File: src/rtl/fptd_iteration_ctrl.sv
// fptd_iteration_ctrl: schedules one lower-decoder frame of the fully parallel turbo decoder.
//
// A frame is: CLEAR (nClear low) -> {ODD, EVEN} x lim -> DONE -> IDLE. Each iteration takes exactly
// two cycles. At the edge entering DONE, err_count captures popcount(b1_error).
//
// Optional feature (define FPTD_EARLY_STOP_EN): the frame ends early once the hard decisions stay
// unchanged across two consecutive iteration boundaries. If the macro is undefined, hard_bits is
// unused and early_stop stays 0. The port list is the same in both builds.
//
// Ports:
//   Clock        in   system clock, rising edge
//   nReset       in   asynchronous active-low reset
//   start        in   frame start request, accepted only while ready=1
//   iter_limit   in   iterations to run (0 is treated as 1), sampled on start acceptance
//   b1_error     in   per-bit error flags from the lower decoder
//   hard_bits    in   per-bit hard decisions (early-stop build only)
//   ready        out  high in IDLE
//   nClear       out  active-low synchronous clear to decoder sections (CLEAR cycle)
//   Enable_Odd   out  odd-section enable
//   Enable_Even  out  even-section enable
//   Enable_Term  out  termination-section enable (with Enable_Odd)
//   iter_count   out  completed iterations of the current/last frame
//   done         out  one-cycle pulse at frame end
//   err_count    out  popcount(b1_error) captured at frame end
//   early_stop   out  set with done if the frame ended before its limit
module fptd_iteration_ctrl #(
  parameter int unsigned FL     = 40,
  parameter int unsigned ITER_W = 6,
  parameter int unsigned ERR_W  = 6
) (
  input  logic              Clock,
  input  logic              nReset,
  input  logic              start,
  input  logic [ITER_W-1:0] iter_limit,
  input  logic [FL-1:0]     b1_error,
  input  logic [FL-1:0]     hard_bits,
  output logic              ready,
  output logic              nClear,
  output logic              Enable_Odd,
  output logic              Enable_Even,
  output logic              Enable_Term,
  output logic [ITER_W-1:0] iter_count,
  output logic              done,
  output logic [ERR_W-1:0]  err_count,
  output logic              early_stop
);

  typedef enum logic [2:0] {
    StIdle,
    StClear,
    StOdd,
    StEven,
    StDone
  } state_e;

  state_e            state;
  logic [ITER_W-1:0] lim;
  logic [ITER_W-1:0] iter_next;
  logic              last_iter;
  logic [ERR_W-1:0]  err_pop;
  logic              stop_now;

  always_comb begin
    err_pop = '0;
    for (int i = 0; i < int'(FL); i++) begin
      err_pop = err_pop + ERR_W'(b1_error[i]);
    end
  end

  assign iter_next = iter_count + ITER_W'(1);
  assign last_iter = (iter_next == lim);

`ifdef FPTD_EARLY_STOP_EN
  logic [FL-1:0] prev_bits;
  logic [1:0]    stable_cnt;
  logic [1:0]    stable_next;

  // The first boundary has nothing meaningful to compare against, hence the iter_count gate.
  always_comb begin
    stable_next = 2'd0;
    if ((hard_bits == prev_bits) && (iter_count != '0)) begin
      stable_next = stable_cnt + 2'd1;
    end
  end

  assign stop_now = (stable_next == 2'd2);

  always_ff @(posedge Clock or negedge nReset) begin
    if (!nReset) begin
      prev_bits  <= '0;
      stable_cnt <= 2'd0;
    end else if (state == StClear) begin
      prev_bits  <= '0;
      stable_cnt <= 2'd0;
    end else if (state == StEven) begin
      prev_bits  <= hard_bits;
      stable_cnt <= stable_next;
    end
  end
`else
  logic unused_hard_bits;
  assign unused_hard_bits = ^hard_bits;
  assign stop_now         = 1'b0;
`endif

  // Single FSM; every output is a flop updated together with the state.
  always_ff @(posedge Clock or negedge nReset) begin
    if (!nReset) begin
      state       <= StIdle;
      lim         <= ITER_W'(1);
      ready       <= 1'b1;
      nClear      <= 1'b1;
      Enable_Odd  <= 1'b0;
      Enable_Even <= 1'b0;
      Enable_Term <= 1'b0;
      iter_count  <= '0;
      done        <= 1'b0;
      err_count   <= '0;
      early_stop  <= 1'b0;
    end else begin
      unique case (state)
        StIdle: begin
          if (start) begin
            lim        <= (iter_limit == '0) ? ITER_W'(1) : iter_limit;
            iter_count <= '0;
            ready      <= 1'b0;
            nClear     <= 1'b0;
            state      <= StClear;
          end
        end
        StClear: begin
          nClear      <= 1'b1;
          Enable_Odd  <= 1'b1;
          Enable_Term <= 1'b1;
          state       <= StOdd;
        end
        StOdd: begin
          Enable_Odd  <= 1'b0;
          Enable_Term <= 1'b0;
          Enable_Even <= 1'b1;
          state       <= StEven;
        end
        StEven: begin
          Enable_Even <= 1'b0;
          iter_count  <= iter_next;
          if (last_iter || stop_now) begin
            done       <= 1'b1;
            err_count  <= err_pop;
            early_stop <= stop_now && !last_iter;
            state      <= StDone;
          end else begin
            Enable_Odd  <= 1'b1;
            Enable_Term <= 1'b1;
            state       <= StOdd;
          end
        end
        StDone: begin
          done  <= 1'b0;
          ready <= 1'b1;
          state <= StIdle;
        end
        default: begin
          state <= StIdle;
          ready <= 1'b1;
        end
      endcase
    end
  end

endmodule
File: config.mk
export PLATFORM = sky130hd
export DESIGN_NAME = fptd_iteration_ctrl
export DESIGN_NICKNAME = d
export VERILOG_FILES = /design/src/rtl/fptd_iteration_ctrl.sv
export SDC_FILE = /design/constraint.sdc
export NUM_CORES = 1
export LEC_CHECK = 0
export ABC_AREA = 1
export CORE_ASPECT_RATIO = 1.2
export CORE_MARGIN = 4
export CORE_UTILIZATION = 30
export CTS_CLUSTER_DIAMETER = 80
export DETAILED_ROUTE_END_ITERATION = 10
export PLACE_DENSITY = 0.59
export SYNTH_ARGS = -nofsm -noshare
export SYNTH_HDL_FRONTEND = slang
export SYNTH_SLANG_ARGS = --single-unit
File: constraint.sdc
create_clock -name Clock -period 1.8 [get_ports Clock]
set_input_delay 0.36 -clock Clock [delete_from_list [all_inputs] [get_ports Clock]]
set_output_delay 0.36 -clock Clock [all_outputs]
set_load 0.005 [all_outputs]
# After elaboration in Yosys (flattened, before gate mapping)
# Index checks and enable logic that the tools add are counted.
totals:
  in_bits: 89
  elab_cells: 87
  regBits: 26
op_classes:
  eq_ne: 8
  add_sub_neg: 40
  n_bitwise: 1
  n_reduce_logical: 15
  n_mux: 14
op_table:
  columns: ["operator", "n"]
  rows:
  - ["adder 6 x 1 -> 6 bit", 34]
  - ["AND reduction 2 bit", 7]
  - ["2-to-1 mux 6 bit", 2]
  - ["one-hot mux 3 bit (4 select lines)", 1]
  - ["one-hot mux 6 bit (2 select lines)", 1]
  - ["one-hot mux 1 bit (2 select lines)", 4]
  - ["nonzero test 2 bit", 4]
  - ["adder 5 x 1 -> 6 bit", 1]
  - ["adder 6 x 1 -> 6 bit (second input constant)", 1]
  - ["equality test 3 x 2 -> 1 bit (second input constant)", 2]
  - ["equality test 6 bit", 1]
  - ["logical NOT 6 bit", 1]
  - ["2-to-1 mux 3 bit", 2]
  - ["inequality test 2 bit (second input constant)", 3]
  - ["adder 4 x 1 -> 5 bit", 1]
  - ["adder 3 x 1 -> 4 bit", 1]
  - ["adder 2 x 1 -> 3 bit", 1]
  - ["equality test 3 x 1 -> 1 bit (second input constant)", 1]
  - ["equality test 3 bit (second input constant)", 1]
  - ["logical NOT 3 bit", 1]
  - ["2-to-1 mux 1 bit", 3]
  - ["one-hot mux 1 bit (3 select lines)", 1]
  - ["nonzero test 3 bit", 1]
  - ["OR reduction 3 bit", 1]
  - ["other kinds (2)", 2]

# Longest topological paths before layout
logic_depth:
  ltp_word: 39
  ltp_mapped: 19
  depth_no_buf: 19

# Worst setup path before layout
# No wires, ideal clock.
synth_timing:
  kind: "input -> register"
  from: "in b1_error[17]"
  to: "reg err_count[4]"
  t_arrival_ns: 4.939
  path_buffers: 0
  required_time_ns: 1.683
  cell_stages: 19
  setup_time_ns: 0.117
  path_slack_ns: -3.256
  path_cell_list: "fa_1 inv_1 fa_1 inv_1 fa_1 inv_1 fa_1 fa_1 fa_1 fa_1 inv_1 ha_1 inv_1 fa_1 o21ai_0 a21oi_1 xnor2_1 nand4_1 nand2_1"
synth_via:
  elab_chain_cells: 23
synth_lines:
  columns: ["item", "line", "text"]
  rows:
  - ["start: declaration", "35", "input logic [FL-1:0] b1_error,"]
  - ["adder 6 x 1 -> 6 bit (23 in series)", "66", "err_pop = err_pop + ERR_W'(b1_error[i]);"]
  - ["end signal: assignment", "148", "err_count <= err_pop;"]
  - ["end: declaration", "44", "output logic [ERR_W-1:0] err_count,"]
# Every way passes these cells.
# A chain may end at the register's enable or synchronous reset.

# Worst setup path in the final report
layout_timing:
  from: "in b1_error[29]"
  to: "reg err_count[4]"
layout_via:
  elab_chain_cells: 11
layout_lines:
  columns: ["item", "line"]
  rows:
  - ["adder 6 x 1 -> 6 bit (11 in series)", "66"]
# Every way passes these cells.

==> results.sh <==
export IMPL_critPathRequiredTime_ns=2.02
export IMPL_die_w_um=89.1
export IMPL_grt_max_degree=27
export IMPL_start_util=0.309
export IMPL_die_area_um2=9380
export IMPL_end_kind="flip-flop"
export IMPL_wl_per_cell_um=11.9
export IMPL_reg2reg_slack_ns=0.12
export IMPL_power_density_nw_per_um2=2430
export IMPL_cap_violations=0
export IMPL_dp_hpwl_mm=4.36
export IMPL_layout_common_cells="inv_1 (56), clkdlybuf4s50_1 (48), nand2_1 (46)"
export IMPL_io_pin_count=108
export IMPL_power_frac_comb=0.815
export IMPL_cts_setup_buffers=0
export IMPL_power_switching_mw=3.54
export IMPL_antenna_found_initial=0
export IMPL_grt_overflow=0
export IMPL_syn_instance_count=256
export IMPL_gp_congestion=0.826
export IMPL_synth_seq_area_share=0.277
export IMPL_grt_pass1_wl_mm=8.84
export IMPL_reg2reg_depth=10
export IMPL_final_nets=465
export IMPL_cp_max_fo=2
export IMPL_die_h_um=105
export IMPL_setup_ws_ns=-3.06
export IMPL_worst_ep_arrival_time_ns=5.08
export IMPL_synthDistinctLibCells=30
export IMPL_pwr_share_seq=0.136
export IMPL_core_area_um2=7660
export IMPL_port_buffers=66
export IMPL_holdBufCountCts=0
export IMPL_detailedPlace_worstSlack_ns=-3.73
export IMPL_power_internal_mw=4.30
export IMPL_cts_root_buf="clkbuf_8"
export IMPL_worst_clock_skew_ns=0.00520
export IMPL_violations="negative setup slack"
export IMPL_ir_drop_uv=1760
export IMPL_drc=0
export IMPL_cts_clk_slew_worst_paths_ns=0.09
export IMPL_setup_violations=6
export IMPL_syn_cell_area_um2=2370
export IMPL_track_usage=0.117
export IMPL_report_final_slew_viol_count=0
export IMPL_viasPerCell=4.32
export IMPL_status="finished, violations left"
export IMPL_path_class="in -> reg"
export IMPL_grt_pass1_vias=2010
export IMPL_switching_share=0.452
export IMPL_synth_top_area_cell="fa_1"
export IMPL_hold_viol_final=0
export IMPL_fin_crit_sh=2.70
export IMPL_holdCritPathClass="in -> async"
export IMPL_timing_fmax_ghz=0.206
export IMPL_dpl_cell_area_um2=3200
export IMPL_synth_top_area_frac=0.262
export IMPL_leakage_nw=1.61
export IMPL_drt_iter0_markers=59
export IMPL_ys_seq_elements=26
export IMPL_layout_commonest_cell="inv_1"
export IMPL_synth_area_leaders="fa_1 (26%), dfrtp_1 (24%), inv_1 (10%)"
export IMPL_yosysWarnings=0
export IMPL_clkLatencyLatePin_ns=0.27
export IMPL_vias=1831
export IMPL_r2r_end="err_count[3]"
export IMPL_first_pass_iters=4
export IMPL_h_tree_depth=1
export IMPL_cts_max_path_buffers=2
export IMPL_drive_gt1_frac=0.172
export IMPL_clock_sinks=26
export IMPL_cts_made_buffers=3
export IMPL_fin_area_um2=3230
export IMPL_r2r_start="iter_count[0]"
export IMPL_area_delta_synth_final_pct=36.4
export IMPL_clockPowerShare=0.048
export IMPL_tns_ns=-17.36
export IMPL_postRouteAntennaNets=0
export IMPL_cts_tree="yes"
export IMPL_wl_mm=5.05
export IMPL_period_minus_slack_ns=4.86
export IMPL_rows=35
export IMPL_start_kind="input port"
export IMPL_antenna_cells=0
export IMPL_syn_area_per_cell_um2=9.24
export IMPL_rsz0062_at_grt="yes"
export IMPL_synth_nets=388
cell families (layout without fill, tap and decap cells):
family | Yosys count | count (layout) | synth area share
buffers and inverters | 72 | 148 | 0.118
DFF | 26 | 26 | 0.277
adders and majority gates | 43 | 43 | 0.326
other | 1 | 1 | 0.00158
and+or+nand+nor | 88 | 88 | 0.202
AOI/OAI and AO/OA | 20 | 20 | 0.0476
xor gates and xnor gates | 6 | 6 | 0.0286
cells in the mapped netlist, drive strengths merged:
library cell,count
inv,69
xnor3,1
nor2,10
dfrtp,23
o22ai,4
conb,1
buf,3
nand4,9
a21oi,2
xnor2,4
and2,2
dfstp,3
ha,12
o21ai,12
xor2,1
fa,31
nand2,50
a31oi,1
nand3,16
nor4,1
a21o,1
worst max path at each step:
stage / startpoint / end / slack, ns
6_report: b1_error[29] / err_count[4] / -3.06
5_1_grt: b1_error[29] / err_count[4] / -3.24
4_1_cts: b1_error[29] / err_count[4] / -3.22
3_5_place_dp: b1_error[29] / err_count[4] / -3.73
3_3_place_gp: b1_error[29] / err_count[4] / -3.67
2_1_floorplan: b1_error[29] / err_count[4] / -3.14
repair_timing:
item                                    CTS  global route
resized for setup                        45            14
pin swaps                                26            22
endpoints found under the setup margin    6             6
final cells by class:
| cell class | count | area (um2) |
|---|---|---|
| sequential | 26 | 654 |
| fill | 772 | 4440 |
| clock buffer | 4 | 55.1 |
| multi-input combinational | 158 | 1460 |
| tap | 92 | 115 |
| timing repair buffer | 75 | 682 |
| inverter | 69 | 259 |
stage by stage:
step	std cells	total power [mW]	hold WS, ns	utilization
after floorplan	256	5.17	0.0644	-
after CTS	424	7.86	0.467	0.421
final	424	7.84	0.458	0.421
after global routing	424	8.65	0.472	0.421
after global placement	420	7.05	0.463	0.418
after detailed placement	420	7.11	0.469	0.418
flip-flops by register name, indices dropped and copies added, names as in the netlist, 3 cells and up:
register and flops:
state 3, iter_count 6, err_count 6, lim 6
critical path: stages:
cell and delay [ns]:
buf_6 0.09, fa_1 0.53, inv_1 0.05, fa_1 0.47, fa_1 0.53, inv_2 0.04, fa_1 0.49, inv_2 0.04
fa_1 0.51, fa_1 0.43, fa_1 0.45, inv_2 0.07, ha_4 0.13, inv_2 0.03, fa_2 0.33, o21ai_1 0.14
a21oi_1 0.09, xnor2_1 0.13, nand4_1 0.09, nand2_1 0.07
power by group through the flow:
stage / sequential, mW / combinational (mW) / clock, mW
2_1_floorplan: 1.07 / 4.11 / 0
3_3_place_gp: 1.07 / 5.98 / 0
3_5_place_dp: 1.08 / 6.03 / 0
4_1_cts: 1.07 / 6.40 / 0.393
5_1_grt: 1.10 / 7.13 / 0.420
6_report: 1.07 / 6.39 / 0.379
routing by layer:
layer / global-route usage / routed length (um) / vias up
met5: 0 / 0 / -
met4: 0.0213 / 38 / 0
met3: 0.0211 / 239 / 2
met2: 0.206 / 2660 / 35
met1: 0.149 / 2110 / 865
li1: - / - / 929
(Power assumes the default switching activity.)
